<file path="src/rtl/ram_port.sv">
// ram_port: simple dual-port synchronous RAM with one write port and one
// independent registered read port on a shared clock.
//
// Build option RAM_PORT_BYPASS_EN:
//   undefined - a same-address read-during-write returns the old stored word.
//   defined   - a same-address read-during-write forwards the incoming data
//               (write-through). The array is written normally either way.
//
// aclr clears only the read output register, asynchronously. While aclr is
// high, writes are blocked. The array has no reset. Its zero power-up
// contents come from the device's memory initialisation.
module ram_port #(
   parameter int DATA_W = 8,
   parameter int ADDR_W = 4,
   parameter int DEPTH  = 16
) (
   input  logic              clock,
   input  logic              aclr,
   input  logic [DATA_W-1:0] data,
   input  logic [ADDR_W-1:0] wraddress,
   input  logic              wren,
   input  logic [ADDR_W-1:0] rdaddress,
   output logic [DATA_W-1:0] q
);

   // Every address value must select a real word.
   generate
      if (DEPTH != (1 << ADDR_W)) begin : g_depth_check
         $error("ram_port: DEPTH must equal 2**ADDR_W");
      end
   endgenerate

   logic [DATA_W-1:0] mem [DEPTH];
   logic              wr_fire;
   logic [DATA_W-1:0] rd_next;

   // A write is accepted only when the clear is inactive.
   assign wr_fire = wren & ~aclr;

`ifdef RAM_PORT_BYPASS_EN
   // Pick the read source. A same-address write this edge forwards the new data.
   always_comb begin
      rd_next = mem[rdaddress];
      if (wren && (wraddress == rdaddress)) begin
         rd_next = data;
      end
   end
`else
   // Pick the read source. The array is read before this edge's write lands.
   always_comb begin
      rd_next = mem[rdaddress];
   end
`endif

   // Storage array write port. It has no reset, so aclr never disturbs the contents.
   always_ff @(posedge clock) begin
      if (wr_fire) begin
         mem[wraddress] <= data;
      end
   end

   // Registered read port. aclr clears it at once and holds it at zero.
   always_ff @(posedge clock or posedge aclr) begin
      if (aclr) begin
         q <= '0;
      end else begin
         q <= rd_next;
      end
   end

endmodule

</file>
<file path="config.mk">
export PLATFORM = sky130hd
export DESIGN_NAME = ram_port
export DESIGN_NICKNAME = d
export VERILOG_FILES = /design/src/rtl/ram_port.sv
export SDC_FILE = /design/constraint.sdc
export NUM_CORES = 1
export LEC_CHECK = 0
export BUFFER_PORTS_ARGS = -buffer_cell sky130_fd_sc_hd__buf_2
export CORE_MARGIN = 4
export CORE_UTILIZATION = 55
export CTS_BUF_LIST = sky130_fd_sc_hd__clkbuf_4 sky130_fd_sc_hd__clkbuf_8
export CTS_CLUSTER_SIZE = 16
export DETAILED_ROUTE_END_ITERATION = 12
export PLACE_DENSITY = 0.73
export SLEW_MARGIN = 20
export SYNTH_ARGS = -nofsm -noshare
export SYNTH_HDL_FRONTEND = slang
export SYNTH_SLANG_ARGS = --single-unit
</file>
<file path="constraint.sdc">
create_clock -name clock -period 1.5 [get_ports clock]
set_input_delay 0.3 -clock clock [delete_from_list [all_inputs] [get_ports clock]]
set_output_delay 0.3 -clock clock [all_outputs]
set_load 0.02 [all_outputs]
</file>
# --- Yosys cells after proc, flatten, opt, wreduce, memory -nomap -nowiden ---
# Memories as Yosys holds them, arrays and structs flattened. A register that Yosys moved wholly into a read port is not among the register bits.
# Cells that the tools add are included.
totals:
  ram_bits: 128
  inputBits: 19
  elab_cells: 5
  mem_bits_ro: 0
  output_inout_bits: 8
  mem_count: 1
  regBits: 0
  latch_bits: 0
mem_list:
  columns: ["name", "words", "width", "read_ports", "rd_clocked_by_memory_dff", "wr", "line", "text"]
  rows:
  - ["mem", 16, 8, 1, 1, 1, "33", "logic [DATA_W-1:0] mem [DEPTH];"]
op_classes:
  n_bitwise: 2
  n_shift: 0
  eq_ne: 0
  muxes: 2
  multipliers: 0
  n_div: 0
  add_sub_neg: 0
  n_lt_le_gt_ge: 0
  reduce_logical: 0
ops:
  columns: ["op", "n"]
  rows:
  - ["$mux 1", 2]
  - ["$and 1x1->1", 1]
  - ["$not 1->1", 1]

# --- Logic depth before layout (Yosys ltp) ---
# Gate-level depths: netlist of run 1.
depth:
  ltp_word: 4
  depth_mapped: 5
  mapped_depth_nobuf: 3

# --- Worst setup path before layout of run 1 ---
# No wires, ideal clock.
synth_path:
  path_kind: "in2reg"
  from: "in aclr"
  to: "mem mem[4][0] (enable)"
  n_path_buf: 0
  t_arrival_ns: 1.349
  required_ns: 1.117
  setup_time_ns: 0.383
  path_slack_ns: -0.232
  stages: 3
  path_cell_list: "inv_1 -> nand4b_1 -> nor3_1"
synth_between:
  elab_chain_cells: 4
synth_lines:
  columns: ["element", "line", "text"]
  rows:
  - ["from (decl)", "18", "input logic aclr,"]
  - ["$not 1->1", "38", "assign wr_fire = wren & ~aclr;"]
  - ["$and 1x1->1", "38", null]
  - ["$mux 1", "57", "if (wr_fire) begin"]
  - ["$mux 1 (not written as such)", "58", "mem[wraddress] <= data;"]
  - ["to (decl)", "33", null]
# No other way between the ends.

# --- Final worst setup path of run 1 ---
layout_path:
  from: "in aclr"
  to: "mem mem[12][3] (enable)"
# The elaborated chain is that of the path after synthesis.

==> results of run 1 <==
==> layer usage <==
layer  track usage, %  vias to the layer above  share of wire (%)
met5                0                        -                  0
met4             7.12                        0                1.7
met3             4.94                       12                6.5
met2             28.2                       94                 52
met1             25.1                     1222                 40
li1                 -                     1098                  -
==> cells in the final DEF, fill, tap and decap left out, drive strengths merged <==
cell type    Yosys  final
bufinv           0      2
edfxtp         128    128
dfrtp            8      8
nand2           10     10
buf              7     49
and2b            1      1
nand4b           1      1
nor2            13     13
inv              1      6
mux4            32     32
nor3b            1      1
nor2b            1      1
clkbuf           0     17
nand4            1      1
clkinvlp         0      3
nand2b           3      3
clkinv           0      5
dlygate4sd3      0      1
nor3             4      4
and2             1      1
a22oi           16     16
==> cells by family (layout without fill, tap and decap cells) <==
family / Yosys count / after routing
AOI/OAI and AO/OA: 16 / 16
buffers and inverters: 11 / 83
DFF: 136 / 136
muxes: 32 / 32
and+or+nand+nor: 36 / 36
==> cells in the mapped netlist (3+ instances only) <==
cell                              number
sky130_fd_sc_hd__a22oi_1              16
sky130_fd_sc_hd__buf_2                 3
sky130_fd_sc_hd__buf_6                 3
sky130_fd_sc_hd__clkdlybuf4s25_2       3
sky130_fd_sc_hd__dfrtp_1               8
sky130_fd_sc_hd__edfxtp_1            128
sky130_fd_sc_hd__mux4_1               14
sky130_fd_sc_hd__mux4_2               18
sky130_fd_sc_hd__nand2_1              10
sky130_fd_sc_hd__nand2b_1              3
sky130_fd_sc_hd__nor2_1               13
sky130_fd_sc_hd__nor3_1                4
==> power breakdown <==
group | switching, mW | internal [mW] | total [mW]
Clock | 1.42 | 1.51 | 2.94
Sequential | 0.0201 | 4.21 | 4.23
Combinational | 0.234 | 0.177 | 0.412
Total | 1.68 | 5.90 | 7.58
==> flip-flops by register name, indices dropped and copies added (netlist names) <==
| name | count |
|---|---|
| mem | 128 |
| q | 8 |
==> through the flow <==
stage	total power [mW]	hold WS, ps	TNS (ps)	utilization (%)
finish	7.58	259	0	65.9
detailed placement	4.73	366	-1260	61.3
global route	7.89	226	-81.6	65.9
CTS	7.66	225	0	65.7
global placement	4.72	354	-1150	61.3
floorplan	4.54	132	-1160	-
==> final timing paths <==
path | start | to | cells past startpoint | slack (ps)
worst max-delay path | aclr | mem[12][3] | 6 | 20
worst min-delay path | data[4] | mem[6][4] | 1 | 260
worst max register to register | mem[9][0] | q[0] | 3 | 160
worst min register to register | mem[4][0] | q[0] | 3 | 680
max in group asynchronous | aclr | q[3] | 4 | 860
min in group asynchronous | aclr | q[5] | 4 | 470
==> timing repair <==
item / in CTS / in global routing
endpoints found under the hold margin: 8 / 0
buffers inserted: 0 / 0
hold buffers: 1 / 0
endpoints found under the setup margin: 0 / 26
resized for setup: 0 / 4
==> area by class of cell <==
type                       instances  area (sq um)  area share, %
clock inverter                    15           169           2.79
inverter                           1          3.75         0.0619
sequential                       136          4040           66.7
timing repair buffer              50           390           6.44
multi-input combinational         84          1080           17.8
tap                              111           139           2.29
clock buffer                      17           234           3.86
==> results.md, run 1 <==
* Worst slew margin relative to its limit at 53.0%
* Arr. time, crit path at 1610 ps
* Final routed DRC violation total at 0
* CTS tree: done
* Remaining global-route overflow at 0
* Number of global-route vias before repair at 2,514
* Worst-path fanout max at 8
* Non-filler instance count after layout at 414
* First drt pass iteration count at 4
* Critical path start-end classification: input pin to register
* Top cell type by total area after synthesis: sky130_fd_sc_hd__edfxtp_1
* Minimum period implied by the final worst setup slack at 1480 ps
* Number of warnings issued by yosys at 0
* Antenna violations before repair at 0
* Highest clock rate at 675 MHz
* Actual slew at the worst max-slew pin at 702 ps
* Starting density of the core at 56.5%
* # clock sinks at 136
* Maximum number of pins on one net before global-route repair at 21
* Post-route clock period utilization at 98.8%
* Top cell family by delay on the critical path: buffers and inverters
* Mux cell area share after synthesis at 14.9%
* Floorplan die area at 11,100 sq um
* Area share of the largest cell type after synthesis at 74.0%
* Area fraction in compound gates after synthesis at 2.31%
* Seq cells post-synth at 136
* Nets in the synthesized netlist at 250
* Count of maximum capacitance violations at 0
* DRC marker count from the first detailed-route iteration at 154
* Std-Cell Rows at 35
* Crit start category: input pin
* Number of synthesized flops with an enable pin at 128
* Cells after synthesis at 231
* Inserted Clock Buffers at 17
* Fraction of final layout cells with drive strength greater than 1 at 34.0%
* Crit path required time at 1630 ps
* Run status: finished, final reports clean
* Total inserted antenna cells at 0
* Buffers plus inverters on the worst setup path at 4
* Max clock buf depth at 2
* Commonest register cell after synthesis: sky130_fd_sc_hd__edfxtp_1
* Final net count at 309
* Clock latency on the worst-skew pair at 420 ps
* Cell-by-cell trace of the critical path: buf_2, dlygate4sd3_1, inv_1, nand4_1, nor3_2, buf_4
* Static Leakage at 2.08 nW
* Average cell area after synthesis at 22.5 sq um
* Highest cell delay on the worst timing path at 550 ps
* Synth top area cells: sky130_fd_sc_hd__edfxtp_1, sky130_fd_sc_hd__mux4_2, sky130_fd_sc_hd__mux4_1
* Cell area after layout at 6060 sq um
* Netlist area before placement at 5190 sq um
* First-pass GRT wire length at 14,400 microns
* Setup WS post-layout at 18.5 ps
* Number of levels the H-tree was split into at 4
* RD Place Congestion at 0.715
* Growth of design area from synthesis to finish at 16.7%
* Post-DR wirelength/cell at 22.0 microns
* Share of synthesized flip-flops with an asynchronous set or reset at 5.88%
* Final setup violation count at 0
* Final-layout fill cell count at 590
* Xor/xnor share of the synthesized area at 0%
* Final-report hold violation count at 0
* Total vias in the final route at 2,426
* Netlist cell types at 20
* Number of top-level pins at 27
* Post-Synth Adder-Cell Area at 0%
* Core area at 9200 sq um
* Max Slew Vio Count at 0
* Number of nets with antenna violations after routing at 0
* Simple-gate area share of the yosys netlist at 3.23%
* Worst vdd rail ir drop at 0.680 mV
* Sequential cell area fraction in the yosys report at 77.8%
* Total instance count after detailed placement at 381
* Cell chosen for the clock root: sky130_fd_sc_hd__clkbuf_8
* Main combinational cell family by area after synthesis: multiplexers
* Final Routed Wirelength at 9090 microns
* Path category of the worst min-delay check: input pin to register
* Clock-pin transition on the worst setup and hold timing paths at 80 ps
* Overall Global Routing Usage at 18.3%
* DP Wirelength at 6140 microns
* Pre-CTS setup slack at -232 ps
* Crit end category: register
* Drt via density at 5.86
* Final worst clock skew at 8.62 ps
* Total placed instance area at 5630 sq um
* Width of the die at 105 microns
* Die span in y at 105 microns
* Slowest stage cell on the critical path: sky130_fd_sc_hd__dlygate4sd3_1
* IO buf count at 26
* Power density over cell area at 1250 nW/um^2
Note: power is estimated with default switching activity, not from simulation.
==> run 2: changes to the inputs <==
--- a/config.mk
+++ b/config.mk
@@ -11,7 +11,7 @@
 export CTS_BUF_LIST = sky130_fd_sc_hd__clkbuf_4 sky130_fd_sc_hd__clkbuf_8
 export CTS_CLUSTER_SIZE = 16
 export DETAILED_ROUTE_END_ITERATION = 12
-export PLACE_DENSITY = 0.73
+export PLACE_DENSITY = 0.79
 export SLEW_MARGIN = 20
 export SYNTH_ARGS = -nofsm -noshare
 export SYNTH_HDL_FRONTEND = slang
==> run 2 against run 1 <==
- global-route usage is 0.57 points higher
- worst hold slack better by 3.3 ps
- maximum frequency is 8.7% higher
- flip-flop and latch count stayed put
- critical endpoint is now q[1]
- clock skew is 0.71 ps lower
- largest cell class unchanged
- total power is 0.63% higher
- count of clock-buffer cells in the layout is 5 higher
- routed wire length is 4.2% higher
- first-iteration DRC count is 53% higher
==> results.md, run 2 (synthesized netlist as in run 1, its figures left out) <==
* Run status: finished, final reports clean (unchanged)
* First drt pass iteration count at 5 (was 4)
* Count of maximum capacitance violations at 0 (unchanged)
* Worst slew margin relative to its limit at 51.0% (was 53.0%)
* Post CTS Setup Buffer Count at 0 (unchanged)
* Clock-pin transition on the worst setup and hold timing paths at 80 ps (about the same)
* Tot Pwr at 7.63 mW (was 7.58 mW)
* Worst hold path endpoint: mem[14][3] (was mem[6][4])
* Minimum period implied by the final worst setup slack at 1360 ps (was 1480 ps)
* CTS tree: done (unchanged)
* Max clock buf depth at 2 (unchanged)
* Number of top-level pins at 27 (unchanged)
* Final Core Density at 65.7% (was 65.9%)
* Gr busiest metal: met2 (unchanged)
* Post-route clock period utilization at 90.8% (was 98.8%)
* Cell area after layout at 6040 sq um (was 6060 sq um)
* Critical path start-end classification: register to register (was input pin to register)
* Die span in y at 105 microns (unchanged)
* Number of global-route vias before repair at 2,673 (was 2,514)
* Static Leakage at 2.09 nW (was 2.08 nW)
* Starting density of the core at 56.5% (unchanged)
* Total inserted antenna cells at 0 (unchanged)
* Number of levels the H-tree was split into at 4 (unchanged)
* Actual slew at the worst max-slew pin at 732 ps (was 702 ps)
* Flip-flop count of the largest register after layout at 128 (unchanged)
* Floorplan die area at 11,100 sq um (unchanged)
* Register containing the most flip-flops in the final layout: mem (unchanged)
* Fraction of final layout cells with drive strength greater than 1 at 34.6% (was 34.0%)
* Cell-by-cell trace of the critical path: mux4_1, a22oi_1, nand2_1 (was buf_2, dlygate4sd3_1, inv_1, nand4_1, nor3_2, buf_4)
* Clock latency on the worst-skew pair at 410 ps (was 420 ps)
* Slowest stage cell on the critical path: sky130_fd_sc_hd__mux4_1 (was sky130_fd_sc_hd__dlygate4sd3_1)
* Crit start category: register (was input pin)
* Commonest non-fill, non-tap cell in the layout: sky130_fd_sc_hd__edfxtp_1 (unchanged)
* Overall Global Routing Usage at 18.9% (was 18.3%)
* Growth of design area from synthesis to finish at 16.3% (was 16.7%)
* Width of the die at 105 microns (unchanged)
* Number of cells upsized or downsized after cts at 0 (unchanged)
* Final routed DRC violation total at 0 (unchanged)
* Worst reg2reg path startpoint: mem[1][1] (was mem[9][0])
* DP Wirelength at 6520 microns (was 6140 microns)
* Number of nets with antenna violations after routing at 0 (unchanged)
* Top flop regs: mem (128), q (8) (unchanged)
* Path category of the worst min-delay check: input pin to register (unchanged)
* Crit path required time at 1790 ps (was 1630 ps)
* Remaining global-route overflow at 0 (unchanged)
* Highest clock rate at 734 MHz (was 675 MHz)
* Final Routed Wirelength at 9470 microns (was 9090 microns)
* DRC marker count from the first detailed-route iteration at 236 (was 154)
* Inserted Clock Buffers at 17 (unchanged)
* Worst-path fanout max at 1 (was 8)
* Crit end category: register (unchanged)
* IO buf count at 26 (unchanged)
* Internal reg-to-reg setup slack at 140 ps (was 160 ps)
* Reg-to-reg endpoint: q[1] (was q[0])
* Maximum number of pins on one net before global-route repair at 17 (was 21)
* Max Slew Vio Count at 0 (unchanged)
* Std-Cell Rows at 35 (unchanged)
* Top cell family by delay on the critical path: multiplexers (was buffers and inverters)
* Met3 usage at 5.25% (was 4.94%)
* Final-report hold violation count at 0 (unchanged)
* Met1 capacity usage during global routing at 25.2% (was 25.1%)
* Highest cell delay on the worst timing path at 540 ps (was 550 ps)
* Buffers plus inverters on the worst setup path at 0 (was 4)
* RD Place Congestion at 0.727 (was 0.715)
* # clock sinks at 136 (unchanged)
* Worst hold stages at 1 (unchanged)
* Worst vdd rail ir drop at 0.693 mV (was 0.680 mV)
* Total vias in the final route at 2,525 (was 2,426)
* First-pass GRT wire length at 15,000 microns (was 14,400 microns)
* HP Start: data[3] (was data[4])
* Post-DR wirelength/cell at 22.7 microns (was 22.0 microns)
* Final setup violation count at 0 (unchanged)
* Hold buffers post-CTS at 1 (unchanged)
* Arr. time, crit path at 1660 ps (was 1610 ps)
* Power density over cell area at 1260 nW/um^2 (was 1250 nW/um^2)
* Final worst clock skew at 7.91 ps (was 8.62 ps)
* Cell chosen for the clock root: sky130_fd_sc_hd__clkbuf_8 (unchanged)
* Number of cells on the worst reg-to-reg path at 3 (unchanged)
* Antenna violations before repair at 0 (unchanged)
* Commonest cells after routing, fill and taps aside: sky130_fd_sc_hd__edfxtp_1, sky130_fd_sc_hd__buf_2, sky130_fd_sc_hd__buf_4, sky130_fd_sc_hd__mux4_2, sky130_fd_sc_hd__clkbuf_8 (was sky130_fd_sc_hd__edfxtp_1, sky130_fd_sc_hd__buf_2, sky130_fd_sc_hd__mux4_2, sky130_fd_sc_hd__clkbuf_8, sky130_fd_sc_hd__a22oi_1)
* Setup repair after global routing missed its margin: no
* Total placed instance area at 5630 sq um (about the same)
* Core area at 9200 sq um (unchanged)
* Final net count at 312 (was 309)
* Global-route track usage on met2 at 30.3% (was 28.2%)
* Drt via density at 6.06 (was 5.86)
==> run 2: per-layer routing <==
metal	up-vias	share of wire (%)	routed length, microns
met4	0	1.3	121
met3	12	5.9	556
li1	1101	-	-
met2	104	52	4920
met5	-	0	0
met1	1308	41	3870
==> run 2: cell type report <==
type | instances | area [sq um]
clock buffers | 22 | 272
clock inverters | 10 | 130
fillers | 570 | 3150
inverters | 1 | 3.75
multi-input cells | 84 | 1080
flip-flops and latches | 136 | 4040
well taps | 111 | 139
repair buffers | 53 | 373
==> run 2: through the flow <==
stage               worst slack, ps  setup TNS (ps)  hold slack (ps)  cells
detailed placement             -278           -1530              388    384
floorplan                     -29.4           -1160              132    231
global placement               -253           -1300              353    384
CTS                             117               0              239    417
global route                   65.8               0              240    417
finish                          137               0              263    417
==> run 2: worst max path at each step <==
stage                  from  slack [ps]  depth (start not counted)        end
6_report          mem[1][1]         140                          3       q[1]
5_1_grt           mem[9][2]          70                          3       q[2]
2_1_floorplan          aclr         -30                          3  mem[5][0]
3_3_place_gp   rdaddress[0]        -250                          6       q[0]
3_5_place_dp   rdaddress[0]        -280                          6       q[0]
4_1_cts           mem[9][2]         120                          3       q[2]
==> run 2: power breakdown <==
part           internal, mW  leakage (nW)  switching (mW)  total, mW
Combinational         0.175         0.634           0.237      0.412
Clock                  1.72         0.207            1.26       2.98
Sequential             4.21          1.25          0.0194       4.23
Total                  6.11          2.09            1.52       7.63
==> run 2: worst register-to-register path, cell delays in order (launching register included) <==
cell,delay (ps)
sky130_fd_sc_hd__edfxtp_1,370
sky130_fd_sc_hd__mux4_1,540
sky130_fd_sc_hd__a22oi_1,250
sky130_fd_sc_hd__nand2_1,90
==> run 3: changes to the inputs <==
--- a/config.mk
+++ b/config.mk
@@ -12,6 +12,7 @@
 export CTS_CLUSTER_SIZE = 16
 export DETAILED_ROUTE_END_ITERATION = 12
 export PLACE_DENSITY = 0.79
+export SETUP_SLACK_MARGIN = 0.2
 export SLEW_MARGIN = 20
 export SYNTH_ARGS = -nofsm -noshare
 export SYNTH_HDL_FRONTEND = slang
==> run 3 against run 2 <==
- maximum frequency down 0.38%
- critical path depth unchanged
- via count down 1.8%
- sequential share of layout area down 3.7 points
- count of clock-buffer cells in the layout down 5
- global-route usage up 0.89 points
- die area unchanged
- largest cell class unchanged
==> results.md, run 3 (synthesized netlist as in run 1, its figures left out) <==
* # clock sinks at 136 (unchanged)
* Critical path start-end classification: register to register (unchanged)
* Die span in y at 105 microns (unchanged)
* First-pass GRT wire length at 15,500 microns (was 15,000 microns)
* Slowest stage cell on the critical path: sky130_fd_sc_hd__mux4_2 (was sky130_fd_sc_hd__mux4_1)
* Fraction of final layout cells with drive strength greater than 1 at 43.6% (was 34.6%)
* Highest clock rate at 731 MHz (was 734 MHz)
* Number of global-route vias before repair at 2,664 (was 2,673)
* Wire length on met3 at 541 microns (was 556 microns)
* CTS tree: done (unchanged)
* Floorplan die area at 11,100 sq um (unchanged)
* Register containing the most flip-flops in the final layout: mem (unchanged)
* Highest cell delay on the worst timing path at 520 ps (was 540 ps)
* Number of nets with antenna violations after routing at 0 (unchanged)
* Static Leakage at 2.13 nW (was 2.09 nW)
* Non-filler instance count after layout at 418 (was 417)
* Cell area after layout at 6390 sq um (was 6040 sq um)
* Tot Pwr at 8.23 mW (was 7.63 mW)
* DP Wirelength at 6350 microns (was 6520 microns)
* Post-DR wirelength/cell at 23.4 microns (was 22.7 microns)
* Total inserted antenna cells at 0 (unchanged)
* Maximum number of pins on one net before global-route repair at 18 (was 17)
* Actual slew at the worst max-slew pin at 743 ps (was 732 ps)
* First drt pass iteration count at 5 (unchanged)
* Run status: finished, final reports clean (unchanged)
* Commonest cells after routing, fill and taps aside: sky130_fd_sc_hd__edfxtp_1, sky130_fd_sc_hd__mux4_2, sky130_fd_sc_hd__buf_2, sky130_fd_sc_hd__buf_12, sky130_fd_sc_hd__clkbuf_8 (was sky130_fd_sc_hd__edfxtp_1, sky130_fd_sc_hd__buf_2, sky130_fd_sc_hd__buf_4, sky130_fd_sc_hd__mux4_2, sky130_fd_sc_hd__clkbuf_8)
* Top flop regs: mem (128), q (8) (unchanged)
* Met2 wire length at 5280 microns (was 4920 microns)
* Growth of design area from synthesis to finish at 23.1% (was 16.3%)
* Count of maximum capacitance violations at 0 (unchanged)
* Setup WS post-layout at 132 ps (was 137 ps)
* Setup repair after global routing missed its margin: yes (was no)
* Post-Route M1 WL at 3770 microns (was 3870 microns)
* Overall Global Routing Usage at 19.7% (was 18.9%)
* Total vias in the final route at 2,479 (was 2,525)
* Total instance count after detailed placement at 385 (was 384)
* Drt via density at 5.93 (was 6.06)
* Total placed instance area at 5880 sq um (was 5630 sq um)
* Pre-CTS setup slack at -248 ps (was -278 ps)
* Minimum period implied by the final worst setup slack at 1370 ps (was 1360 ps)
* Number of levels the H-tree was split into at 4 (unchanged)
* Crit start category: register (unchanged)
* Crit end category: register (unchanged)
* Highest metal layer with signal wires: met4 (unchanged)
* Core area at 9200 sq um (unchanged)
* Cell-by-cell trace of the critical path: mux4_2, a22oi_2, nand2_1 (was mux4_1, a22oi_1, nand2_1)
* Post-route clock period utilization at 91.2% (was 90.8%)
* Commonest non-fill, non-tap cell in the layout: sky130_fd_sc_hd__edfxtp_1 (unchanged)
* Worst vdd rail ir drop at 0.526 mV (was 0.693 mV)
* Crit path required time at 1800 ps (was 1790 ps)
* Arr. time, crit path at 1670 ps (was 1660 ps)
* Std-Cell Rows at 35 (unchanged)
* Final Core Density at 69.5% (was 65.7%)
* Cell chosen for the clock root: sky130_fd_sc_hd__clkbuf_8 (unchanged)
* Max Slew Vio Count at 0 (unchanged)
* RD Place Congestion at 0.742 (was 0.727)
* IO buf count at 26 (unchanged)
* Final routed DRC violation total at 0 (unchanged)
* Final setup violation count at 0 (unchanged)
* Antenna violations before repair at 0 (unchanged)
* Number of top-level pins at 27 (unchanged)
* Worst slew margin relative to its limit at 50.3% (was 51.0%)
* Worst-path fanout max at 1 (unchanged)
* Power density over cell area at 1290 nW/um^2 (was 1260 nW/um^2)
* Total negative slack at 0 ps (unchanged)
* Final-report hold violation count at 0 (unchanged)
* Remaining global-route overflow at 0 (unchanged)
* Final net count at 313 (was 312)
* Hold Worst Slack at 257 ps (was 263 ps)
* Max clock buf depth at 2 (unchanged)
* Final worst clock skew at 7.79 ps (was 7.91 ps)
* Flip-flop count of the largest register after layout at 128 (unchanged)
* Width of the die at 105 microns (unchanged)
* DRC marker count from the first detailed-route iteration at 233 (was 236)
* Inserted Clock Buffers at 17 (unchanged)
* Starting density of the core at 56.5% (unchanged)
* Clock-pin transition on the worst setup and hold timing paths at 80 ps (about the same)
* Final Routed Wirelength at 9790 microns (was 9470 microns)
* Path category of the worst min-delay check: input pin to register (unchanged)
* Clock latency on the worst-skew pair at 430 ps (was 410 ps)
run 3: changes by cell type in the layout (fill, tap and decap cells not counted), sizes merged:
cell	before	now
inv	1	3
buf	52	53
clkinvlp	2	3
clkinv	5	4
clkbuf	22	17
bufinv	3	6
run 3: metal layers:
layer,track usage (%),up-vias
met5,0,-
met4,7.59,0
met3,4.57,15
met2,32.2,95
met1,26.1,1273
li1,-,1096
run 3: what timing repair did:
item,in CTS,in global routing
pin swaps,1,0
gates resized for setup,7,2
setup buffers,0,0
hold buffers,1,0
endpoints found under the setup margin,6,11
endpoints found under the hold margin,8,0
run 3: final cells by class:
cell class	instances	area, sq um
clock inverters	15	248
inverters	1	7.51
well taps	111	139
fillers	561	2800
flip-flops and latches	136	4040
clock buffers	17	234
multi-input cells	84	1120
repair buffers	54	599
run 3: final timing paths:
kind / slack, ps / end / startpoint / cells after the start
setup reg to reg: 130 / q[0] / mem[3][0] / 3
hold reg to reg: 690 / q[7] / mem[7][7] / 3
min in group asynchronous: 480 / q[0] / aclr / 4
setup / recovery: 130 / q[0] / mem[3][0] / 3
hold / removal: 260 / mem[2][4] / data[4] / 1
max in group asynchronous: 860 / q[4] / aclr / 4
run 3: report_power, final:
part	total (mW)	leakage, nW	internal [mW]	switching, mW
combinational	0.468	0.649	0.208	0.260
clock	3.53	0.235	2.16	1.37
sequential	4.23	1.25	4.21	0.0211
run 3: critical path: cells and delay by family (launching register included):
family             cells  cell delay, ps
AOI/OAI and AO/OA      1             210
DFF                    1             410
muxes                  1             520
and+or+nand+nor        1             110
